<file path="src/rtl/alu_control_seq.sv">
// Registered ALU control sequencer: decodes main-control op/funct into ALU codes on a
// valid/ready stream, expanding shift-by-N into N single-bit shift beats.
//
// state  | meaning
// IDLE   | no beat on the output, ready for a command
// SINGLE | one-beat command on the output (pass-through, add, sub, zero shift)
// ITER   | multi-beat shift on the output, counter holds remaining beats
module alu_control_seq #(
    parameter int                FUNCT_W  = 3,
    parameter int                CTRL_W   = 3,
    parameter int                MAX_ITER = 8,
    parameter int                CNT_W    = $clog2(MAX_ITER + 1),
    parameter logic [CTRL_W-1:0] ADD_CODE = 3'b001,
    parameter logic [CTRL_W-1:0] SUB_CODE = 3'b010,
    parameter logic [CTRL_W-1:0] SHL_CODE = 3'b110,
    parameter logic [CTRL_W-1:0] SHR_CODE = 3'b111,
    parameter logic [CTRL_W-1:0] NOP_CODE = 3'b000
) (
    input  logic               clk,
    input  logic               rst_n,
    input  logic               flush,
    input  logic               in_valid,
    output logic               in_ready,
    input  logic [1:0]         alu_op,
    input  logic [FUNCT_W-1:0] funct,
    input  logic [CNT_W-1:0]   shamt,
    output logic               out_valid,
    input  logic               out_ready,
    output logic [CTRL_W-1:0]  alu_ctrl,
    output logic               last,
    output logic               sat,
    output logic               busy
);

    typedef enum logic [1:0] {
        IDLE   = 2'd0,
        SINGLE = 2'd1,
        ITER   = 2'd2
    } state_t;

    localparam logic [CNT_W-1:0] MAX_CNT = CNT_W'(MAX_ITER);
    localparam logic [CNT_W-1:0] ONE     = CNT_W'(1);
    localparam logic [CNT_W-1:0] TWO     = CNT_W'(2);

    state_t            r_state, w_state_nx;
    logic [CTRL_W-1:0] r_ctrl, w_ctrl_nx;
    logic              r_last, w_last_nx;
    logic              r_sat, w_sat_nx;
    logic [CNT_W-1:0]  r_cnt, w_cnt_nx;
    logic [CNT_W-1:0]  w_cnt_load;
    logic              w_hs;

    assign out_valid  = (r_state != IDLE);
    assign busy       = (r_state != IDLE);
    assign alu_ctrl   = r_ctrl;
    assign last       = r_last;
    assign sat        = r_sat;
    assign w_hs       = out_valid && out_ready;
    assign w_cnt_load = (shamt > MAX_CNT) ? MAX_CNT : shamt;

    // A new command may only enter on the cycle the final beat of the current one retires.
    assign in_ready = !flush && ((r_state == IDLE) ||
                                 (r_state == SINGLE && out_ready) ||
                                 (r_state == ITER && out_ready && r_last));

    always_comb begin
        w_state_nx = r_state;
        w_ctrl_nx  = r_ctrl;
        w_last_nx  = r_last;
        w_sat_nx   = r_sat;
        w_cnt_nx   = r_cnt;
        if (flush) begin
            w_state_nx = IDLE;
            w_last_nx  = 1'b0;
            w_sat_nx   = 1'b0;
            w_cnt_nx   = '0;
        end else if (in_valid && in_ready) begin
            w_state_nx = SINGLE;
            w_last_nx  = 1'b1;
            w_sat_nx   = 1'b0;
            w_cnt_nx   = '0;
            case (alu_op)
                2'd0:    w_ctrl_nx = CTRL_W'(funct);
                2'd1:    w_ctrl_nx = ADD_CODE;
                2'd2:    w_ctrl_nx = SUB_CODE;
                default: begin
                    if (shamt == '0) begin
                        w_ctrl_nx = NOP_CODE;
                    end else begin
                        w_state_nx = ITER;
                        w_ctrl_nx  = funct[0] ? SHR_CODE : SHL_CODE;
                        w_cnt_nx   = w_cnt_load;
                        w_sat_nx   = (shamt > MAX_CNT);
                        w_last_nx  = (w_cnt_load == ONE);
                    end
                end
            endcase
        end else if (w_hs) begin
            if (r_state == ITER && !r_last) begin
                w_cnt_nx  = r_cnt - ONE;
                w_last_nx = (r_cnt == TWO);
            end else begin
                w_state_nx = IDLE;
                w_last_nx  = 1'b0;
                w_sat_nx   = 1'b0;
                w_cnt_nx   = '0;
            end
        end
    end

    always_ff @(posedge clk or negedge rst_n) begin
        if (!rst_n) begin
            r_state <= IDLE;
            r_ctrl  <= '0;
            r_last  <= 1'b0;
            r_sat   <= 1'b0;
            r_cnt   <= '0;
        end else begin
            r_state <= w_state_nx;
            r_ctrl  <= w_ctrl_nx;
            r_last  <= w_last_nx;
            r_sat   <= w_sat_nx;
            r_cnt   <= w_cnt_nx;
        end
    end

endmodule

</file>
<file path="config.mk">
export PLATFORM = sky130hd
export DESIGN_NAME = alu_control_seq
export DESIGN_NICKNAME = d
export VERILOG_FILES = /design/src/rtl/alu_control_seq.sv
export SDC_FILE = /design/constraint.sdc
export NUM_CORES = 1
export LEC_CHECK = 0
export CELL_PAD_IN_SITES_DETAIL_PLACEMENT = 0
export CELL_PAD_IN_SITES_GLOBAL_PLACEMENT = 1
export CORE_MARGIN = 2
export CORE_UTILIZATION = 32
export DETAILED_ROUTE_END_ITERATION = 16
export PLACE_DENSITY_LB_ADDON = 0.1
export SYNTH_ARGS = -nofsm -noshare
export SYNTH_HDL_FRONTEND = slang
export SYNTH_SLANG_ARGS = --single-unit
</file>
<file path="constraint.sdc">
create_clock -name clk -period 1.9 [get_ports clk]
set_clock_uncertainty 0.1 [all_clocks]
set_input_delay 0.19 -clock clk [delete_from_list [all_inputs] [get_ports clk]]
set_output_delay 0.19 -clock clk [all_outputs]
set_load 0.02 [all_outputs]
</file>
== Word level (Yosys, flattened, before mapping) ==
Cells that the tools add are included.
Storage, ports and cells
  output and inout bits: 8
  word-level logic and storage cells: 62
  bits of input ports: 14
  register bits: 11
Operators by class
  eq/ne operators: 7
  mux-type cells: 28
  order comparisons: 1
  bitwise gates (word level): 1
  $add $sub $neg: 1
  reduce and logical (&&, ||, !) cells: 19
Operator list (count)
  $mux 4: 7
  $mux 1: 13
  $mux 2: 6
  $pmux 3 s3: 1
  $logic_and 1x1->1: 7
  $eq 2x1->1 const B: 2
  $eq 2x2->1 const B: 2
  $eq 4x1->1 const B: 1
  $eq 4x2->1 const B: 1
  $gt 4x4->1 const B: 1
  $logic_not 2->1: 2
  $logic_not 4->1: 1
  $reduce_and 2->1: 2
  $sub 4x1->4 const B: 1
  $mux 3: 1
  $ne 3x3->1 const B: 1
  $reduce_bool 3->1: 1
  $reduce_or 3->1: 1
  $logic_not 1->1: 2
  $logic_or 1x1->1: 2
  $reduce_bool 2->1: 1
  $not 1->1: 1

== Longest topological paths before layout ==
Gate-level depths: netlist of the first run.
  depth after elaboration: 8
  gate-level depth with buffers: 5
  depth with buffers taken out: 5

== Least setup slack after synthesis of the first run ==
No wires, ideal clock.
  path kind: reg-to-reg
  start: reg r_last, in the netlist last
  end: reg r_cnt[0]
  path buffers: 0
  data arrival time: 1.383 ns
  cell stages (with the launch flop): 4
  setup time: 0.126 ns
  period minus slack after synthesis: 1.609 ns
  slack: 0.291 ns
  required time: 1.674 ns
  cell sequence: dfrtp_1 a32o_2 and4b_4 a221o_1
On the way
  longest elaborated chain between the ends: 6
  elaborated cells between the ends (all ways): 11
  classes of those cells: mux (4); reduce/logical (7)
Ends and longest elaborated chain
  start: declaration: line 47  | logic r_last, w_last_nx;
  start signal: assignment: line 121  | r_last <= w_last_nx;
  $logic_and 1x1->1 *: line 64  | (r_state == ITER && out_ready && r_last));
  $logic_or 1x1->1 *: line 63  | (r_state == SINGLE && out_ready) ||
  $logic_and 1x1->1 *: line 62  | assign in_ready = !flush && ((r_state == IDLE) ||
  net in_ready: line 23  | output logic in_ready,
  $logic_and 1x1->1 *: line 77  | end else if (in_valid && in_ready) begin
  $mux 4: line 77
  $mux 4: line 72  | if (flush) begin
  end signal: assignment: line 123  | r_cnt <= w_cnt_nx;
  end: declaration: line 49  | logic [CNT_W-1:0] r_cnt, w_cnt_nx;
Mark *: on every way through the listed nets, which the timed path passes. The rest lies on a longest branch. The select of a mux whose other input is x is not followed.
A chain may end at the register's enable or synchronous reset.

== Final worst setup path of the first run ==
  start: reg r_state[0]
  end: out out_valid
On the way
  longest elaborated chain between the ends: 1
Ends and longest elaborated chain
  start: declaration: line 45  | state_t r_state, w_state_nx;
  start signal: assignment: line 119  | r_state <= w_state_nx;
  $reduce_bool 2->1: line 53  | assign out_valid = (r_state != IDLE);
  end: declaration: line 27  | output logic out_valid,
No other way between the ends.

==> out/metrics.cfg, run 1 <==
[setup_path]
critPathTopFamily=buffers and inverters
worstSetupEndpointType=primary output
worstSetupPathType=reg -> out
worstPathRequired_ns=1.61
path_max_fanout=7
path_cells=nor2_1, inv_1, clkdlybuf4s50_1
arrival_ns=1.50
crit_slowest_cell=clkdlybuf4s50_1
crit_buf_inv=2
critPathLaunchType=flop
max_stage_delay_ns=0.61

[timing]
fmax_mhz=558.3
setup_tns_ns=0
rsz0062_at_grt=false
period_share=0.9427
relSlewSlack=0.6407
hold_viol=0
period_needed_ns=1.791
worst_pin_slew_ns=0.5373
slew_violations=0
holdWs_ns=0.1691
setup_viol=0

[detailed_routing]
drt_first_pass_iters=4
ant_nets=0
vias=716
vias_per_cell=5.226
wl_per_cell_um=13.23
wl_mm=1.812
drt_iter0_markers=10
drc=0

[clock_tree]
clock_latency_ns=0.27
cts.sinks=11
cts_hold_buf=0
htreeDepth=1
cts_buffer_depth=2
cts-root-buf=clkbuf_4
clk_pin_slew_ns=0.07
cts_buffers=3
cts_tree=done

[finish]
antennaDiodeCount=0
fin_area_sq_um=1036
area_growth_pct=50.27
layout.nets=127
drive_above_1_share=0.1818
mostFrequentLayoutCell=clkdlybuf4s50_1
mostFrequentLayoutCells=clkdlybuf4s50_1, buf_4, nor2_1, dfrtp_1

[global_routing]
grt_pass1_vias=703
track_usage=0.1600
grt_overflow=0
antenna_found_initial=0
grt_pass1_wl_mm=3.111
grt_max_degree=12

[floorplanning]
core_sq_um=2002
dieArea_sq_um=2542
start_util=0.3444
io_pins=22
num_rows=16
die_w_um=50.42
die_h_um=50.42

[synthesis]
synth_compound_area_frac=0.2414
yosysTopAreaCell=dfrtp_1
netlist_instances=75
synth_top_area_frac=0.3993
synthTopCellsByArea=dfrtp_1, nor2_1, ha_1
syn_avg_cell_area_sq_um=9.192
synth.yosys.warnings=0
synth_fa_ha_area_frac=0.03630
synth_nets=91
ys_seq_elements=11
synthXorXnorAreaFrac=0.01270
netlist_area_sq_um=689.4
ys_types=34
synth-seq-area-share=0.3993
synthSimpleGateAreaFrac=0.2323
muxShareOfSynthArea=0.03267
synth_top_family_by_area=compound AO/OA/AOI/OAI gates

[power_and_ir_drop]
power.leakage_nw=0.4401
p_per_area_nw_per_um2=634.3
ir_drop_v=0.0005855

[run]
cap_viol_max_count=0

[place]
placed_cell_area_sq_um=1011
io_buffers=21
place.gp.congestion=0.7610
hpwl_mm=1.394

[min_path]
hold_path_class=in -> async

[run_status]
outcome=completed

[power by group]
part	total, W	leakage [nW]	switching [W]	internal, W
clock	0.000161	0.0150	0.0000795	0.0000813
combinational	0.000221	0.282	0.000103	0.000118
sequential	0.000275	0.143	0.0000183	0.000257
total	0.000657	0.440	0.000201	0.000456
[timing repair]
action | 4_1_cts | 5_1_grt
buffers inserted | 0 | 0
gates resized for setup | 1 | 0
endpoints found under the hold margin | 0 | 0
endpoints found under the setup margin | 1 | 0
[registers in the layout (all words and copies together), names as in the netlist]
name and flops:
r_state 2, sat 1, r_cnt 4, alu_ctrl 3
last 1
[final timing paths]
path | startpoint | to | slack, ns | depth (start not counted)
worst max-delay path | r_state[0] | out_valid | 0.11 | 3
worst max register to register | r_state[0] | r_cnt[1] | 0.27 | 4
min in group clk | alu_ctrl[0] | alu_ctrl[0] | 0.41 | 1
max in group asynchronous | rst_n | r_cnt[0] | 1.17 | 1
worst min register to register | alu_ctrl[0] | alu_ctrl[0] | 0.41 | 1
worst min-delay path | rst_n | sat | 0.17 | 1
[synth_stat cells]
| cell type | count |
|---|---|
| o221ai_1 | 1 |
| buf_4 | 1 |
| nand4_1 | 1 |
| nand2_1 | 5 |
| and2_1 | 1 |
| nand2b_1 | 2 |
| o21a_1 | 1 |
| nand3b_1 | 1 |
| a32o_2 | 1 |
| buf_2 | 1 |
| o311ai_0 | 1 |
| nor3_1 | 2 |
| a32oi_1 | 1 |
| a22o_1 | 1 |
| and4b_4 | 1 |
| nor2_1 | 11 |
| xor2_1 | 1 |
| nor4_1 | 2 |
| o31ai_1 | 1 |
| a21oi_1 | 4 |
| inv_1 | 5 |
| a21bo_2 | 1 |
| nor2b_1 | 1 |
| ha_1 | 2 |
| a31oi_1 | 2 |
| o2bb2ai_1 | 1 |
| nor3b_1 | 2 |
| a221o_1 | 2 |
| dfrtp_1 | 11 |
| o22ai_1 | 1 |
| o32ai_1 | 2 |
| o21ai_0 | 2 |
| or4b_1 | 1 |
| mux2_2 | 2 |
[metal layers]
layer	wire, um	global-route usage	part of all wire
met1	898	0.2138	0.50
met2	819	0.2588	0.45
met3	83	0.04762	0.046
met4	10	0.02703	0.0055
met5	0	0	0
[layout make-up]
class                           count  area (sq um)
Multi-Input combinational cell     57         382.9
Fill cell                         203         965.9
Clock buffer                        4         26.28
Timing Repair Buffer               33         299.0
Tap cell                           27         33.78
Sequential cell                    11         275.3
Inverter                            5         18.77
[metrics by stage]
stage	util	power (W)	setup WS [ns]	instances
3_3_place_gp	0.5050	0.0005019	-0.02474	133
2_1_floorplan	-	0.0003816	0.2913	75
6_report	0.5175	0.0006571	0.1089	137
4_1_cts	0.5175	0.0006635	0.1098	137
5_1_grt	0.5175	0.0006992	0.02729	137
3_5_place_dp	0.5050	0.0005029	-0.05588	133
[cells by family after synthesis]
| kind of cell | after synthesis |
|---|---|
| adder cells (fa/ha/maj) | 2 |
| flip-flops | 11 |
| AND/OR/NAND/NOR | 30 |
| multiplexers | 2 |
| buffers and inverters | 7 |
| XOR/XNOR | 1 |
| AO/OA/AOI/OAI | 22 |
Power figures use the tool's default switching activity.
==> inputs of run 2 (changes only) <==
--- a/config.mk
+++ b/config.mk
@@ -5,6 +5,7 @@
 export SDC_FILE = /design/constraint.sdc
 export NUM_CORES = 1
 export LEC_CHECK = 0
+export ABC_AREA = 1
 export CELL_PAD_IN_SITES_DETAIL_PLACEMENT = 0
 export CELL_PAD_IN_SITES_GLOBAL_PLACEMENT = 1
 export CORE_MARGIN = 2
==> run 2 against run 1 <==
Effect of this change:
- critical endpoint is now busy
- sequential share of layout area increased by 0.16 points
- combinational power rose by 4%
- core utilization fell by 5.2 points
- via count grew 1.3%
- power increased by 1.5%
- final area fell by 0.60%
- die area grew 8.8%
- critical path type unchanged
- clock power about the same
- fmax up 2.4%
==> out/metrics.cfg, run 2 <==
[timing]
setup_tns_ns=0  ; unchanged
period_share=0.9209  ; was 0.9427
fmax_mhz=571.5  ; was 558.3 MHz
rsz0062_at_grt=false  ; unchanged
hold_viol=0  ; unchanged
slew_violations=0  ; unchanged
worst_pin_slew_ns=0.5237  ; was 0.5373 ns
relSlewSlack=0.6498  ; was 0.6407
worst_slack_ns=0.1502  ; was 0.1089 ns
holdWs_ns=0.1653  ; was 0.1691 ns
setup_viol=0  ; unchanged
period_needed_ns=1.750  ; was 1.791 ns

[setup_path]
worstSetupEndpointType=primary output  ; unchanged
crit_path_start=r_state[1]  ; was r_state[0]
arrival_ns=1.46  ; was 1.50 ns
r2r-start=r_state[1]  ; was r_state[0]
max_stage_delay_ns=0.54  ; was 0.61 ns
critPathLaunchType=flop  ; unchanged
crit_buf_inv=2  ; unchanged
critPathTopFamily=buffers and inverters  ; unchanged
worstSetupPathType=reg -> out  ; unchanged
path_max_fanout=4  ; was 7
path_cells=nor2_2, inv_1, clkdlybuf4s50_1  ; was nor2_1, inv_1, clkdlybuf4s50_1
worstPathRequired_ns=1.61  ; about the same
crit_slowest_cell=clkdlybuf4s50_1  ; unchanged

[finish]
fill_cells=231  ; was 203
seq_area_sq_um=275.3  ; unchanged
drive_above_1_share=0.1406  ; was 0.1818
mostFrequentLayoutCells=nand2_1, clkdlybuf4s50_1, nor2_1, nand3_1, dfrtp_1  ; was clkdlybuf4s50_1, buf_4, nor2_1, dfrtp_1
mostFrequentLayoutCell=nand2_1  ; was clkdlybuf4s50_1
antennaDiodeCount=0  ; unchanged
multi_input_area_sq_um=420.4  ; was 382.9 sq um
fin_area_sq_um=1030  ; was 1036 sq um
top_register=r_cnt  ; unchanged
layout.nets=145  ; was 127
largest_reg_flops=4  ; unchanged
area_growth_pct=36.26  ; was 50.27%

[synthesis]
muxShareOfSynthArea=0  ; was 0.03267
ys_async_sr_fraction=1.000  ; unchanged
synthTopCellsByArea=dfrtp_1, nand2_1, nand3_1  ; was dfrtp_1, nor2_1, ha_1
ys_types=23  ; was 34
synth_ff_type=dfrtp_1  ; unchanged
synth_top_family_by_area=simple AND/OR/NAND/NOR gates  ; was compound AO/OA/AOI/OAI gates
synth-seq-area-share=0.3642  ; was 0.3993
synth_edf_count=0  ; unchanged
yosysTopAreaCell=dfrtp_1  ; unchanged
yosysMostFrequentCell=nand2_1
syn_avg_cell_area_sq_um=7.409  ; was 9.192 sq um
synthXorXnorAreaFrac=0.01159  ; was 0.01270
netlist_instances=102  ; was 75
ys_seq_elements=11  ; unchanged
synthSimpleGateAreaFrac=0.3858  ; was 0.2323
synth_top_area_frac=0.3642  ; was 0.3993
netlist_area_sq_um=755.7  ; was 689.4 sq um
synth.yosys.warnings=0  ; unchanged
synth_compound_area_frac=0.1258  ; was 0.2414
synth_fa_ha_area_frac=0.03311  ; was 0.03630
synth_commonest_cells=nand2_1, nor2_1, nand3_1  ; was dfrtp_1, nor2_1, inv_1, nand2_1, a21oi_1
synth_nets=118  ; was 91

[floorplanning]
die_w_um=52.60  ; was 50.42 um
die_h_um=52.60  ; was 50.42 um
num_rows=17  ; was 16
dieArea_sq_um=2766  ; was 2542 sq um
core_sq_um=2212  ; was 2002 sq um
start_util=0.3416  ; was 0.3444
io_pins=22  ; unchanged

[detailed_routing]
wl_mm=1.698  ; was 1.812 mm
drt_first_pass_iters=4  ; unchanged
drt_iter0_markers=12  ; was 10
vias_per_cell=4.647  ; was 5.226
ant_nets=0  ; unchanged
vias=725  ; was 716
wl_per_cell_um=10.88  ; was 13.23 um
drc=0  ; unchanged

[clock_tree]
cts_hold_buf=0  ; unchanged
cts.sinks=11  ; unchanged
cts_tree=done  ; unchanged
clk_pin_slew_ns=0.08  ; was 0.07 ns
cts_buffer_depth=2  ; unchanged
cts_buffers=3  ; unchanged
clock_latency_ns=0.27  ; about the same
htreeDepth=1  ; unchanged
cts-root-buf=clkbuf_4  ; unchanged

[global_routing]
antenna_found_initial=0  ; unchanged
grt_pass1_wl_mm=2.953  ; was 3.111 mm
grt_overflow=0  ; unchanged
grt_pass1_vias=663  ; was 703
track_usage=0.1491  ; was 0.1600
grt_max_degree=16  ; was 12

[place]
hpwl_mm=1.351  ; was 1.394 mm
placed_cell_area_sq_um=1005  ; was 1011 sq um
io_buffers=21  ; unchanged
place.gp.congestion=0.8080  ; was 0.7610
place_ws_ns=0.09415  ; was -0.05588 ns

[min_path]
hold_path_class=in -> async  ; unchanged

[power_and_ir_drop]
ir_drop_v=0.0002463  ; was 0.0005855 V
power.leakage_nw=0.4759  ; was 0.4401 nW
p_per_area_nw_per_um2=647.7  ; was 634.3 nW/um^2

[run]
cap_viol_max_count=0  ; unchanged

[run_status]
outcome=completed  ; unchanged

[run 2: changes by cell type after synthesis, moves of 3 or more]
cell | previous run | this run
nor2_2 | 0 | 3
nand3_1 | 0 | 12
inv_1 | 5 | 10
nand2_1 | 5 | 21
a21oi_2 | 0 | 3
o21ai_1 | 0 | 3
nor2_1 | 11 | 16
[run 2: cell families after synthesis]
kind of cell | Yosys count
flops | 11
fa+ha+maj | 2
simple gates | 61
xor+xnor | 1
buf+inv | 13
compound gates | 14
[run 2: metrics by stage]
stage	power [W]	cells	util
finish	0.0006670	156	0.4655
global route	0.0007138	156	0.4655
CTS	0.0006789	156	0.4655
detailed placement	0.0005127	152	0.4542
global placement	0.0005121	152	0.4542
floorplan	0.0004067	102	-
[run 2: worst paths after layout]
path | depth (start not counted) | slack, ns | to
max | 3 | 0.15 | busy
min | 1 | 0.17 | alu_ctrl[0]
max reg2reg | 8 | 0.36 | r_cnt[3]
min reg2reg | 2 | 0.42 | r_cnt[0]
max in group asynchronous | 1 | 1.19 | r_cnt[0]
min in group clk | 3 | 0.39 | alu_ctrl[2]
[run 2: per-layer routing]
metal,vias to the layer above,global-route usage,share of wire
met1,319,0.1968,0.51
met4,0,0.08974,0.016
met2,20,0.2271,0.42
met3,2,0.02286,0.051
met5,-,0,0
li1,384,-,-
[run 2: cell type report]
type                            instances  area share
Multi-Input combinational cell         78      0.4083
Sequential cell                        11      0.2673
Timing Repair Buffer                   24      0.2248
Inverter                               11     0.04010
Tap cell                               28     0.03402
Clock buffer                            4     0.02552
[run 2: power breakdown]
group / internal, W / switching [W] / leakage [nW] / total (W)
Combinational: 0.000106 / 0.000124 / 0.318 / 0.000230
Clock: 0.0000811 / 0.0000814 / 0.0150 / 0.000163
Sequential: 0.000257 / 0.0000170 / 0.143 / 0.000274
Total: 0.000445 / 0.000222 / 0.476 / 0.000667
[run 2: timing repair]
action	4_1_cts	5_1_grt
setup buffers	0	0
resized for setup	1	0
endpoints found under the setup margin	1	0
[run 2: worst register-to-register path: cells and delay by family, from the launching register on]
| family | cells | cell delay, ns |
|---|---|---|
| and+or+nand+nor | 6 | 0.61 |
| buffers and inverters | 1 | 0.14 |
| AOI/OAI and AO/OA | 1 | 0.23 |
| DFF | 1 | 0.42 |
